File: config.mk
export PLATFORM = sky130hd
export DESIGN_NAME = ioram_arb
export DESIGN_NICKNAME = d
export VERILOG_FILES = /design/src/rtl/ioram_arb.sv
export SDC_FILE = /design/constraint.sdc
export NUM_CORES = 1
export LEC_CHECK = 0
export ABC_AREA = 1
export CAP_MARGIN = 20
export CORE_MARGIN = 8
export CORE_UTILIZATION = 40
export CTS_BUF_LIST = sky130_fd_sc_hd__clkbuf_16
export DETAILED_ROUTE_END_ITERATION = 12
export GPL_TIMING_DRIVEN = 0
export HOLD_SLACK_MARGIN = 0.1
export PLACE_DENSITY = 0.84
export REMOVE_ABC_BUFFERS = 1
export SETUP_SLACK_MARGIN = 0.05
export SKIP_LAST_GASP = 1
export SLEW_MARGIN = 20
export SYNTH_ARGS = -nofsm -noshare
export SYNTH_HDL_FRONTEND = slang
export SYNTH_SLANG_ARGS = --single-unit
File: constraint.sdc
create_clock -name clk -period 2.2 [get_ports clk]
set_input_delay 0.66 -clock clk [delete_from_list [all_inputs] [get_ports clk]]
set_output_delay 0.66 -clock clk [all_outputs]
set_load 0.02 [all_outputs]
File: src/rtl/ioram_arb.sv
// ioram_arb: single-port access arbiter and sequencer for the 4096x8 IO RAM.
// Three users share the RAM port:
//   - a receive byte-write path with a one-entry holding register
//   - the encoder character-read port
//   - the transmit output-read port
// Before each frame it can also sweep the whole RAM to zero.
//
// Optional feature macro: IORAM_ARB_RR_EN
//   defined   -> enc/tx contention is round-robin
//   undefined -> fixed priority, enc over tx
//
// Ports:
//   clk, rst_n             clock, synchronous active-low reset
//   rx_wr/rx_addr/rx_data  receive write pulse, address and data
//   enc_req/enc_addr       encoder read request (level) and address
//   enc_gnt/enc_vld/enc_data
//                          read issued, data valid (next cycle), read data
//   tx_*                   transmit read port, same meaning as enc_*
//   clr_start/clr_done     start clear sweep / one-cycle done pulse
//   rx_ovf                 sticky flag: a receive byte was dropped
//   ram_en/ram_we/ram_addr/ram_wdata/ram_rdata
//                          RAM port; read data has 1-cycle latency
module ioram_arb #(
  parameter int AW = 12,
  parameter int DW = 8
) (
  input  logic          clk,
  input  logic          rst_n,
  input  logic          rx_wr,
  input  logic [AW-1:0] rx_addr,
  input  logic [DW-1:0] rx_data,
  input  logic          enc_req,
  input  logic [AW-1:0] enc_addr,
  output logic          enc_gnt,
  output logic          enc_vld,
  output logic [DW-1:0] enc_data,
  input  logic          tx_req,
  input  logic [AW-1:0] tx_addr,
  output logic          tx_gnt,
  output logic          tx_vld,
  output logic [DW-1:0] tx_data,
  input  logic          clr_start,
  output logic          clr_done,
  output logic          rx_ovf,
  output logic          ram_en,
  output logic          ram_we,
  output logic [AW-1:0] ram_addr,
  output logic [DW-1:0] ram_wdata,
  input  logic [DW-1:0] ram_rdata
);

  typedef enum logic {S_RUN, S_CLR} state_t;

  state_t        r_state;
  state_t        w_state_nxt;
  logic [AW-1:0] r_cnt;
  logic          r_pend;
  logic [AW-1:0] r_paddr;
  logic [DW-1:0] r_pdata;
  logic          r_ovf;
  logic          r_enc_vld;
  logic          r_tx_vld;
  logic          r_clr_done;

  logic          w_drain;
  logic          w_drop;
  logic          w_load;
  logic          w_rd_ok;
  logic          w_enc_gnt;
  logic          w_tx_gnt;
  logic          w_clr_last;

`ifdef IORAM_ARB_RR_EN
  // 0 favours enc, 1 favours tx
  logic          r_rr_tx;
`endif

  // Next-state logic
  always_comb begin
    w_state_nxt = r_state;
    w_clr_last  = 1'b0;
    case (r_state)
      S_RUN: if (clr_start) w_state_nxt = S_CLR;
      S_CLR: begin
        w_clr_last = (r_cnt == {AW{1'b1}});
        if (w_clr_last) w_state_nxt = S_RUN;
      end
      default: w_state_nxt = S_RUN;
    endcase
  end

  // Holding register drains only in RUN; a second byte is dropped only when
  // the entry is occupied and not leaving this cycle.
  assign w_drain = (r_state == S_RUN) && r_pend;
  assign w_drop  = rx_wr && r_pend && !w_drain;
  assign w_load  = rx_wr && !w_drop;

  // Reads only in RUN with no pending write; forced off during reset
  assign w_rd_ok = rst_n && (r_state == S_RUN) && !r_pend;

`ifdef IORAM_ARB_RR_EN
  assign w_enc_gnt = w_rd_ok && enc_req && (!tx_req || !r_rr_tx);
  assign w_tx_gnt  = w_rd_ok && tx_req && (!enc_req || r_rr_tx);
`else
  assign w_enc_gnt = w_rd_ok && enc_req;
  assign w_tx_gnt  = w_rd_ok && tx_req && !enc_req;
`endif

  // RAM port multiplexing
  always_comb begin
    ram_en    = 1'b0;
    ram_we    = 1'b0;
    ram_addr  = tx_addr;
    ram_wdata = r_pdata;
    if (r_state == S_CLR) begin
      ram_en    = rst_n;
      ram_we    = rst_n;
      ram_addr  = r_cnt;
      ram_wdata = '0;
    end else if (w_drain) begin
      ram_en    = rst_n;
      ram_we    = rst_n;
      ram_addr  = r_paddr;
    end else if (w_enc_gnt) begin
      ram_en    = 1'b1;
      ram_addr  = enc_addr;
    end else if (w_tx_gnt) begin
      ram_en    = 1'b1;
    end
  end

  // Control state
  always_ff @(posedge clk) begin
    if (!rst_n) begin
      r_state    <= S_RUN;
      r_cnt      <= '0;
      r_pend     <= 1'b0;
      r_ovf      <= 1'b0;
      r_enc_vld  <= 1'b0;
      r_tx_vld   <= 1'b0;
      r_clr_done <= 1'b0;
    end else begin
      r_state    <= w_state_nxt;
      if (r_state == S_CLR) r_cnt <= r_cnt + 1'b1;
      r_clr_done <= w_clr_last;
      r_enc_vld  <= w_enc_gnt;
      r_tx_vld   <= w_tx_gnt;
      if (w_load)       r_pend <= 1'b1;
      else if (w_drain) r_pend <= 1'b0;
      if (w_drop)                                r_ovf <= 1'b1;
      else if ((r_state == S_RUN) && clr_start)  r_ovf <= 1'b0;
    end
  end

`ifdef IORAM_ARB_RR_EN
  always_ff @(posedge clk) begin
    if (!rst_n)         r_rr_tx <= 1'b0;
    else if (w_enc_gnt) r_rr_tx <= 1'b1;
    else if (w_tx_gnt)  r_rr_tx <= 1'b0;
  end
`endif

  // Holding register payload needs no reset; r_pend qualifies it
  always_ff @(posedge clk) begin
    if (w_load) begin
      r_paddr <= rx_addr;
      r_pdata <= rx_data;
    end
  end

  assign enc_gnt  = w_enc_gnt;
  assign tx_gnt   = w_tx_gnt;
  assign enc_vld  = r_enc_vld;
  assign tx_vld   = r_tx_vld;
  assign enc_data = ram_rdata;
  assign tx_data  = ram_rdata;
  assign clr_done = r_clr_done;
  assign rx_ovf   = r_ovf;

endmodule

==> results of run 1 <==
## repair_timing
action | in CTS | in global routing
pin swaps | 14 | 6
resized for setup | 128 | 13
setup endpoints to repair | 24 | 15
setup buffers | 10 | 2
## cell usage after synthesis
cell	count	area share [%]
a22o_1	1	0.42
inv_1	43	7.8
clkbuf_1	1	0.18
xor2_1	1	0.42
inv_2	3	0.54
buf_4	17	6.1
buf_2	1	0.24
nor2_8	1	0.96
nor3_1	3	0.72
inv_6	1	0.42
a21oi_1	10	2.4
buf_6	4	2.2
nand2_1	74	13
nand4_1	4	1.2
nor2_1	33	6.0
dfxtp_1	18	17
ha_1	1	0.60
nand3b_1	2	0.72
edfxtp_1	20	29
nor2_4	3	1.6
nand2_2	3	0.90
o21ai_0	3	0.72
nand3_4	1	0.84
nand3_1	23	5.5
## final cells by class
cell class | count | area share, %
clock buffers | 5 | 3.98
clock inverters | 3 | 1.19
inverters | 47 | 6.32
multi-input cells | 163 | 27.0
flip-flops and latches | 38 | 30.7
well taps | 70 | 2.78
repair buffers | 90 | 28.0
## routing by layer
layer | share of wire (%) | vias to the layer above | GRT usage (%) | wire, um
li1 | - | 971 | - | -
met1 | 38 | 909 | 17.6 | 2410
met2 | 50 | 108 | 29.5 | 3130
met3 | 9.4 | 14 | 7.88 | 593
met4 | 2.3 | 0 | 6.30 | 145
met5 | 0 | - | 0 | 0
## worst max path at each step
stage / start / end / slack, ns / cells past startpoint
2_1_floorplan: r_state / ram_en / -0.25 / 3
3_3_place_gp: rst_n / ram_addr[9] / -1.53 / 10
3_5_place_dp: rst_n / ram_addr[9] / -1.56 / 10
4_1_cts: rst_n / ram_addr[0] / -0.09 / 9
5_1_grt: tx_addr[0] / ram_addr[0] / -0.11 / 6
6_report: tx_addr[0] / ram_addr[0] / -0.06 / 6
## power by group through the flow
stage / sequential [mW] / combinational (mW) / clock, mW
floorplan: 0.824 / 0.185 / 0
global placement: 0.829 / 0.415 / 0
detailed placement: 0.830 / 0.424 / 0
CTS: 0.803 / 0.479 / 0.809
global route: 0.807 / 0.532 / 0.851
finish: 0.806 / 0.494 / 0.802
## flip-flops by register name, summed over array words and instances, names as in the netlist
| register | cells |
|---|---|
| r_cnt | 12 |
| r_paddr | 12 |
| r_pdata | 8 |
| clr_done | 1 |
| enc_vld | 1 |
| r_pend | 1 |
| r_state | 1 |
| rx_ovf | 1 |
| tx_vld | 1 |
## cell families after synthesis
logic type               Yosys count
flip-flops                        38
AO/OA/AOI/OAI                     14
XOR/XNOR                           1
AND/OR/NAND/NOR                  147
adder cells (fa/ha/maj)            1
buffers and inverters             70
## metrics by stage
step | utilization (%) | power, mW | area (um^2) | TNS, ns
after floorplan | - | 1.01 | 1900 | -0.246
after global placement | 54.3 | 1.24 | 2760 | -35.51
after detailed placement | 54.6 | 1.25 | 2770 | -23.17
after CTS | 61.0 | 2.09 | 3100 | -0.604
after global routing | 62.0 | 2.19 | 3150 | -0.895
final | 62.0 | 2.10 | 3150 | -0.160
## worst max-delay path, cell delays in order
cell and delay, ns:
clkdlybuf4s50_1 0.47, inv_2 0.05, nand2_4 0.06, nand3_2 0.07, a21oi_2 0.15, buf_6 0.14
==> metrics.md, run 1 <==
| Metric | Value |
|---|---|
| Run status | finished with violations |
| Failing checks | setup timing |
| Share of layout cells above drive strength 1 | 21.1% |
| Final cell count without fillers | 416 |
| Rows | 26 |
| Sequential share of power | 38.3% |
| Psw | 550 uW |
| CP Class | in2out |
| Unique masters post-synth | 24 |
| Net Sw Frac | 26.2% |
| Global Route Usage Sum | 17.0% |
| Worst Path Arrival | 1.60 ns |
| Worst setup SP type | input pin |
| Via count | 2002 |
| Hold_ws | 0.495 ns |
| Most frequent cells in the layout | 67 x nand2_1, 51 x clkdlybuf4s50_1, 42 x inv_1 |
| Final setup fails | 8 |
| Hold Path Cell Cnt | 2 |
| Peak supply drop | 0.409 mV |
| Max Cap Viol | 0 |
| Crit-path max FO | 1 |
| Area of the multi-input gates | 848 um^2 |
| Area fraction in compound gates after synthesis | 3.55% |
| Slew @ Worst Pin | 0.545 ns |
| WL per Instance | 15.1 um |
| Leak pwr | 1.43 nW |
| Syn-to-layout area delta | 51.2% |
| Max-slew headroom | 63.6% |
| Core box area | 5070 um^2 |
| # diodes | 0 |
| GR Overflow Total | 0 |
| Power Dens Cells | 668 nW/um^2 |
| Post-synthesis adder-cell area fraction | 0.601% |
| Remaining DRCs | 0 |
| Fin crit share | 103% |
| Period minus WS final | 2.26 ns |
| Placed instance count | 396 |
| Worst Hold Endpoint | r_cnt[8] |
| Commonest non-fill, non-tap cell in the layout | nand2_1 |
| Fin Clk Skew | 0.00299 ns |
| Clk slew on worst S/H paths | 0.05 ns |
| XOR/XNOR Fraction of Synth Area | 0.421% |
| Fmax | 442 MHz |
| H-Tree Depth | 2 |
| CTS tree | done |
| Vias in the first global route | 2135 |
| Synth Area per Inst | 7.68 um^2 |
| CP Data Required Time | 1.54 ns |
| R2R cell count | 5 |
| FF-to-FF End | r_paddr[8] |
| IO Pins | 102 |
| RSZ-0062 raised after global routing | yes |
| Clock Power Share | 38.2% |
| Multiplexer share of the synthesized area | 0% |
| Insertion delay to the later sink of the worst-skew pair | 0.28 ns |
| Die width | 88.1 um |
| R2r startpoint | r_state |
| Post-DP HPWL | 4.17 mm |
| DR pass1 iterations | 4 |
| Die ar. | 7770 um^2 |
| Post-synthesis sequential area ratio | 46.2% |
| Die height | 88.1 um |
| Port Buffers | 77 |
| Logic pwr share | 23.5% |
| Ys Warns | 0 |
| Antenna violations before repair | 0 |
| FF+latch area | 966 um^2 |
| Total number of clock tree sinks | 38 |
| CP endpoint kind | primary output |
| Starting Density | 41.0% |
| Syn Inst Count | 271 |
| Worst Hold Class | reg2reg |
| Combinational family with the most area after synthesis | simple AND/OR/NAND/NOR gates |
| Synth Area in Simple Gates | 31.8% |
| # nets final | 404 |
| Final WS setup | -0.0611 ns |
| Total of fill cells in the finished design | 434 |
| Flop-to-flop setup slack | 0.49 ns |
| Int Power | 1.55 mW |
| First-pass GRT wire length | 10.1 mm |
| CTS Root Cell | clkbuf_16 |
| Via density | 4.81 |
| Pre-CTS setup slack | -1.56 ns |
| CTS Buf Count | 5 |
| RD Place Congestion | 0.847 |
| Worst hold start | r_cnt[8] |
| Endpoints failing hold | 0 |
| Hold-fix buffers, CTS | 0 |
| Iter 0 DRT Violations | 204 |
| Seq cells post-synth | 38 |
| WL final | 6.28 mm |
| Largest net degree at the start of global routing | 14 |
| Final Max Tran Viols | 0 |
| Cell Area, Synth | 2080 um^2 |
| Post-route ant nets | 0 |
| CTS max path bufs | 2 |
No activity file was read; power rests on OpenSTA's default activity.
==> inputs of run 2 (changes only) <==
--- a/config.mk
+++ b/config.mk
@@ -13,7 +13,7 @@
 export DETAILED_ROUTE_END_ITERATION = 12
 export GPL_TIMING_DRIVEN = 0
 export HOLD_SLACK_MARGIN = 0.1
-export PLACE_DENSITY = 0.84
+export PLACE_DENSITY = 0.83
 export REMOVE_ABC_BUFFERS = 1
 export SETUP_SLACK_MARGIN = 0.05
 export SKIP_LAST_GASP = 1
==> metrics.md, run 2 (synthesis results as in run 1) <==
| Metric | Value |
|---|---|
| Run status | finished with violations |
| Failing checks | setup timing |
| Final Max Tran Viols | 0 (unchanged) |
| Worst Hold Class | reg2reg |
| Iter 0 DRT Violations | 187 (-8.3%) |
| Cell area after layout | 3200 um^2 (+1.8%) |
| Crit-path max FO | 7 (+6) |
| Leak pwr | 1.50 nW (+4.6%) |
| Hold-fix buffers, CTS | 0 (unchanged) |
| Critical Path Max Stage Delay | 0.21 ns (-0.26 ns) |
| Period minus WS final | 2.37 ns (+0.108 ns) |
| Via density | 4.75 (-1.4%) |
| Logic pwr share | 23.6% (about the same) |
| Grt met2 use | 31.4% (+1.9 points) |
| RD Place Congestion | 0.856 (+1.1%) |
| Hold_ws | 0.475 ns (-0.0196 ns) |
| Commonest non-fill, non-tap cell in the layout | nand2_1 |
| Die ar. | 7770 um^2 (unchanged) |
| Port Buffers | 77 (unchanged) |
| Worst Path Arrival | 1.71 ns (+0.11 ns) |
| Antenna violations before repair | 0 (unchanged) |
| Final WS setup | -0.169 ns (-0.108 ns) |
| Insertion delay to the later sink of the worst-skew pair | 0.28 ns (about the same) |
| Cells along the critical path | buf_12, inv_12, nor2_8, nand3_4, inv_4, buf_6, nand2_4, nand3_2, nand3_2, buf_6 |
| CTS tree | done |
| # nets final | 408 (+0.99%) |
| WL final | 6.46 mm (+2.9%) |
| Post-route ant nets | 0 (unchanged) |
| Placed instance count | 396 (unchanged) |
| Global route hottest layer | met2 |
| First-pass GRT wire length | 10.4 mm (+2.2%) |
| Post-DP Area | 2780 um^2 (+0.14%) |
| Largest net degree at the start of global routing | 16 (+2) |
| Clock Power Share | 38.0% (-0.2 points) |
| Fmax | 422 MHz (-4.6%) |
| CP endpoint kind | primary output |
| Endpoints failing hold | 0 (unchanged) |
| Max-slew headroom | 69.7% (+6.1 points) |
| CP Data Required Time | 1.54 ns (about the same) |
| Met1 usage | 17.8% (+0.20 points) |
| CP Buf/Inv Count | 5 (+2) |
| CTS Buf Count | 5 (unchanged) |
| Final core occ | 63.1% (+1.1 points) |
| Net Sw Frac | 26.1% (-0.11 points) |
| IO Pins | 102 (unchanged) |
| Vias in the first global route | 2118 (-0.80%) |
| Peak supply drop | 0.440 mV (+7.5%) |
| Die width | 88.1 um (unchanged) |
| Post-DP HPWL | 4.29 mm (+2.9%) |
| Final cell count without fillers | 420 (+0.96%) |
| WL per Instance | 15.4 um (+1.9%) |
| CP max-delay cell | nand3_4 |
| Int Power | 1.56 mW (+0.70%) |
| Max Cap Viol | 0 (unchanged) |
| CP Class | in2out |
| Starting Density | 41.0% (unchanged) |
| Power Dens Cells | 660 nW/um^2 (-1.3%) |
| Share of layout cells above drive strength 1 | 21.7% (+0.62 points) |
| Via count | 1993 (-0.45%) |
| Most frequent cells in the layout | 67 x nand2_1, 54 x clkdlybuf4s50_1, 42 x inv_1 |
| Rows | 26 (unchanged) |
| Core box area | 5070 um^2 (unchanged) |
| CTS Root Cell | clkbuf_16 |
| RSZ-0062 raised after global routing | yes |
| Fin Clk Skew | 0.00395 ns (+0.000960 ns) |
| Final setup fails | 13 (+5) |
| Total number of clock tree sinks | 38 (unchanged) |
| Fin crit share | 108% (+4.9 points) |
| GR Overflow Total | 0 (unchanged) |
| DR pass1 iterations | 4 (unchanged) |
| # diodes | 0 (unchanged) |
| Remaining DRCs | 0 (unchanged) |
| CTS max path bufs | 2 (unchanged) |
| Worst setup SP type | input pin |
| Global Route Usage Sum | 17.5% (+0.48 points) |
| Slew @ Worst Pin | 0.454 ns (-0.0919 ns) |
| Sequential share of power | 38.4% (about the same) |
| H-Tree Depth | 2 (unchanged) |
| Die height | 88.1 um (unchanged) |
| Syn-to-layout area delta | 53.9% |
| Clk slew on worst S/H paths | 0.06 ns (about the same) |
| Psw | 551 uW (+0.13%) |
| Top flop regs | r_cnt x12, r_paddr x12, r_pdata x8 |
| Met3 Usage GRT | 7.69% (-0.19 points) |
| Delay-heaviest family, CP | buffers and inverters |
[run 2: changes by cell type in the layout (fill, tap and decap cells not counted), sizes merged]
cell / previous run / this run
clkdlybuf4s50: 51 / 54
clkbuf: 5 / 6
buf: 29 / 32
dlymetal6s2s: 0 / 5
nand3: 24 / 25
dlygate4sd2: 9 / 0
clkinv: 1 / 2
clkdlybuf4s15: 1 / 0
[run 2: cell type report]
type	count	area (um^2)
Inverter	47	196
Fill cell	421	1870
Tap cell	70	87.6
Sequential cell	38	966
Timing Repair Buffer	92	932
Multi-Input combinational cell	164	850
Clock inverter	3	40.0
Timing Repair inverter	1	6.26
Clock buffer	5	125
[run 2: per-stage QoR]
step,total power [mW],setup slack [ns],setup TNS [ns]
2_1_floorplan,1.01,-0.246,-0.246
3_3_place_gp,1.24,-1.47,-33.75
3_5_place_dp,1.25,-1.48,-22.54
4_1_cts,2.10,-0.157,-1.52
5_1_grt,2.19,-0.214,-2.25
6_report,2.11,-0.169,-1.58
[run 2: routing by layer]
layer	routed length, um	share of wire, %
met2	3450	53
met5	0	0
met1	2290	35
met4	76	1.2
met3	644	10
[run 2: path summary, 6_finish.rpt]
check / end / cells after the start / slack [ns] / from
worst max register to register: r_paddr[4] / 5 / 0.50 / r_state
worst max-delay path: ram_addr[4] / 10 / -0.17 / rst_n
worst min-delay path: rx_ovf / 2 / 0.48 / rx_ovf
worst min register to register: rx_ovf / 2 / 0.48 / rx_ovf
[run 2: repair_timing]
| action | in CTS | in global routing |
|---|---|---|
| setup buffers | 9 | 5 |
| gates resized for setup | 125 | 15 |
| cloned | 2 | 0 |
| setup endpoints to repair | 24 | 20 |
| pin swaps | 10 | 7 |
| endpoints found under the hold margin | 0 | 0 |
[run 2: tightest hold or removal path, stage by stage, from the launching register on]
cell and delay [ns]:
dfxtp_1 0.31, nand2_1 0.06, a21oi_1 0.06
[run 2: power groups by stage]
stage	sequential, mW	clock, mW	combinational, mW
floorplan	0.824	0	0.185
global placement	0.829	0	0.411
detailed placement	0.830	0	0.424
CTS	0.810	0.810	0.485
global route	0.814	0.846	0.532
finish	0.810	0.803	0.499
==> inputs of run 3 (changes only) <==
--- a/config.mk
+++ b/config.mk
@@ -7,7 +7,6 @@
 export LEC_CHECK = 0
 export ABC_AREA = 1
 export CAP_MARGIN = 20
-export CORE_MARGIN = 8
 export CORE_UTILIZATION = 40
 export CTS_BUF_LIST = sky130_fd_sc_hd__clkbuf_16
 export DETAILED_ROUTE_END_ITERATION = 12
@@ -21,3 +20,4 @@
 export SYNTH_ARGS = -nofsm -noshare
 export SYNTH_HDL_FRONTEND = slang
 export SYNTH_SLANG_ARGS = --single-unit
+export TNS_END_PERCENT = 50
==> metrics.md, run 3 (synthesis results as in run 1) <==
| Metric | Value |
|---|---|
| Run status | finished with violations |
| Failing checks | setup timing |
| Max-slew headroom | 72.0% (+2.2 points) |
| Final WS setup | -0.0991 ns (+0.0699 ns) |
| Top flop regs | r_cnt x12, r_paddr x12, r_pdata x8 |
| Crit-path max FO | 8 (+1) |
| CTS max path bufs | 2 (unchanged) |
| Final Max Tran Viols | 0 (unchanged) |
| Commonest non-fill, non-tap cell in the layout | nand2_1 |
| Final setup fails | 18 (+5) |
| Endpoints failing hold | 0 (unchanged) |
| Insertion delay to the later sink of the worst-skew pair | 0.28 ns (about the same) |
| Share of layout cells above drive strength 1 | 25.5% (+3.8 points) |
| GR Overflow Total | 0 (unchanged) |
| IO Pins | 102 (unchanged) |
| Peak supply drop | 0.406 mV (-7.7%) |
| Fmax | 435 MHz (+3.0%) |
| Via count | 2033 (+2.0%) |
| Met1 usage | 25.6% (+7.8 points) |
| RD Place Congestion | 0.827 (-3.4%) |
| CTS tree | done |
| Iter 0 DRT Violations | 138 (-26%) |
| Worst Hold Class | reg2reg |
| Post-route setup TNS | -1.02 ns (+0.557 ns) |
| Worst setup SP type | input pin |
| Syn-to-layout area delta | 57.2% |
| Global Route Usage Sum | 23.7% (+6.2 points) |
| WL final | 6.25 mm (-3.3%) |
| Leak pwr | 1.51 nW (+0.56%) |
| # nets final | 411 (+0.74%) |
| RSZ-0062 raised after global routing | yes |
| Period minus WS final | 2.30 ns (-0.0699 ns) |
| Slew @ Worst Pin | 0.420 ns (-0.0334 ns) |
| Max Cap Viol | 0 (unchanged) |
| WL per Instance | 14.9 um (-3.3%) |
| Die height | 74.1 um (-16%) |
| Grt met2 use | 41.7% (+10 points) |
| Total number of clock tree sinks | 38 (unchanged) |
| Port Buffers | 77 (unchanged) |
| Worst Path Arrival | 1.64 ns (-0.07 ns) |
| Largest net degree at the start of global routing | 15 (-1) |
| # diodes | 0 (unchanged) |
| Fin crit share | 105% (-3.2 points) |
| CTS Root Cell | clkbuf_16 |
| Via density | 4.84 (+2.0%) |
| Core box area | 4850 um^2 (-4.5%) |
| Die width | 74.1 um (-16%) |
| Die ar. | 5490 um^2 (-29%) |
| Hold_ws | 0.497 ns (+0.0216 ns) |
| H-Tree Depth | 2 (unchanged) |
| CP Data Required Time | 1.54 ns (about the same) |
| Remaining DRCs | 0 (unchanged) |
| Met3 Usage GRT | 10.6% (+2.9 points) |
| DR pass1 iterations | 5 (+1) |
| Starting Density | 42.9% (+1.9 points) |
| Most frequent cells in the layout | 65 x nand2_1, 59 x clkdlybuf4s50_1, 42 x inv_1 |
| Fin Clk Skew | 0.00257 ns (-0.00138 ns) |
| CP endpoint kind | primary output |
| First-pass GRT wire length | 9.40 mm (-9.2%) |
| CP Class | in2out |
| Post-DP HPWL | 3.81 mm (-11%) |
| Rows | 25 (-3.8%) |
| Clk slew on worst S/H paths | 0.06 ns (about the same) |
| Total of fill cells in the finished design | 357 (-15%) |
| Global route hottest layer | met2 |
| Antenna violations before repair | 0 (unchanged) |
| Post-route ant nets | 0 (unchanged) |
| Vias in the first global route | 1989 (-6.1%) |
| CTS Buf Count | 5 (unchanged) |
| Hold-fix buffers, CTS | 0 (unchanged) |
| Power Dens Cells | 629 nW/um^2 (-4.7%) |
[run 3: changes by cell type in the layout (fill, tap and decap cells not counted), sizes merged]
cell / previous run / this run
clkinvlp: 0 / 1
buf: 32 / 35
dlymetal6s2s: 5 / 1
clkbuf: 6 / 5
clkdlybuf4s50: 54 / 59
bufinv: 1 / 0
[run 3: final timing paths]
check,cells past startpoint,slack [ns],start,to
worst min register to register,2,0.50,r_cnt[8],r_cnt[8]
worst min-delay path,2,0.50,r_cnt[8],r_cnt[8]
worst max register to register,6,0.47,r_state,r_paddr[8]
worst max-delay path,9,-0.1,rst_n,ram_addr[2]
[run 3: through the flow]
stage | setup WS (ns) | util (%) | power (mW) | cell area (um^2) | std cells
after floorplan | -0.246 | - | 1.01 | 1900 | 248
after global placement | -1.45 | 56.8 | 1.24 | 2750 | 392
after detailed placement | -1.43 | 57.2 | 1.25 | 2770 | 393
after CTS | -0.151 | 65.7 | 2.03 | 3180 | 416
after global routing | -0.185 | 67.5 | 2.13 | 3270 | 420
final | -0.0991 | 67.5 | 2.06 | 3270 | 420
[run 3: cell type report]
type                            count  area (um^2)  share of cell area, %
Tap cell                           67         83.8                   2.56
Multi-Input combinational cell    164          931                   28.5
Timing Repair Buffer               95          940                   28.7
Sequential cell                    38          965                   29.5
Clock buffer                        5          125                   3.83
Inverter                           47          199                   6.08
Timing Repair inverter              1         6.26                  0.191
Clock inverter                      3         21.3                  0.650
[run 3: critical path, stage by stage]
cell	delay, ns
buf_12	0.09
inv_12	0.04
nor2_8	0.10
nand3_4	0.21
inv_4	0.18
nand2_2	0.06
nand3_2	0.07
nand3_2	0.08
buf_6	0.14
[run 3: power by group]
group	switching [mW]	internal, mW
Combinational	0.271	0.267
Sequential	0.0218	0.784
Clock	0.294	0.419
[run 3: timing repair]
item | in CTS | in global routing
endpoints found under the setup margin | 24 | 24
setup buffers | 13 | 4
resized for setup | 130 | 21
cloned | 2 | 0
pin swaps | 11 | 9
[run 3: per-layer routing]
metal  routed length, um  share of wire (%)
met1                2300                 37
met4                 102                1.6
met2                3250                 52
met3                 596                9.5
met5                   0                  0
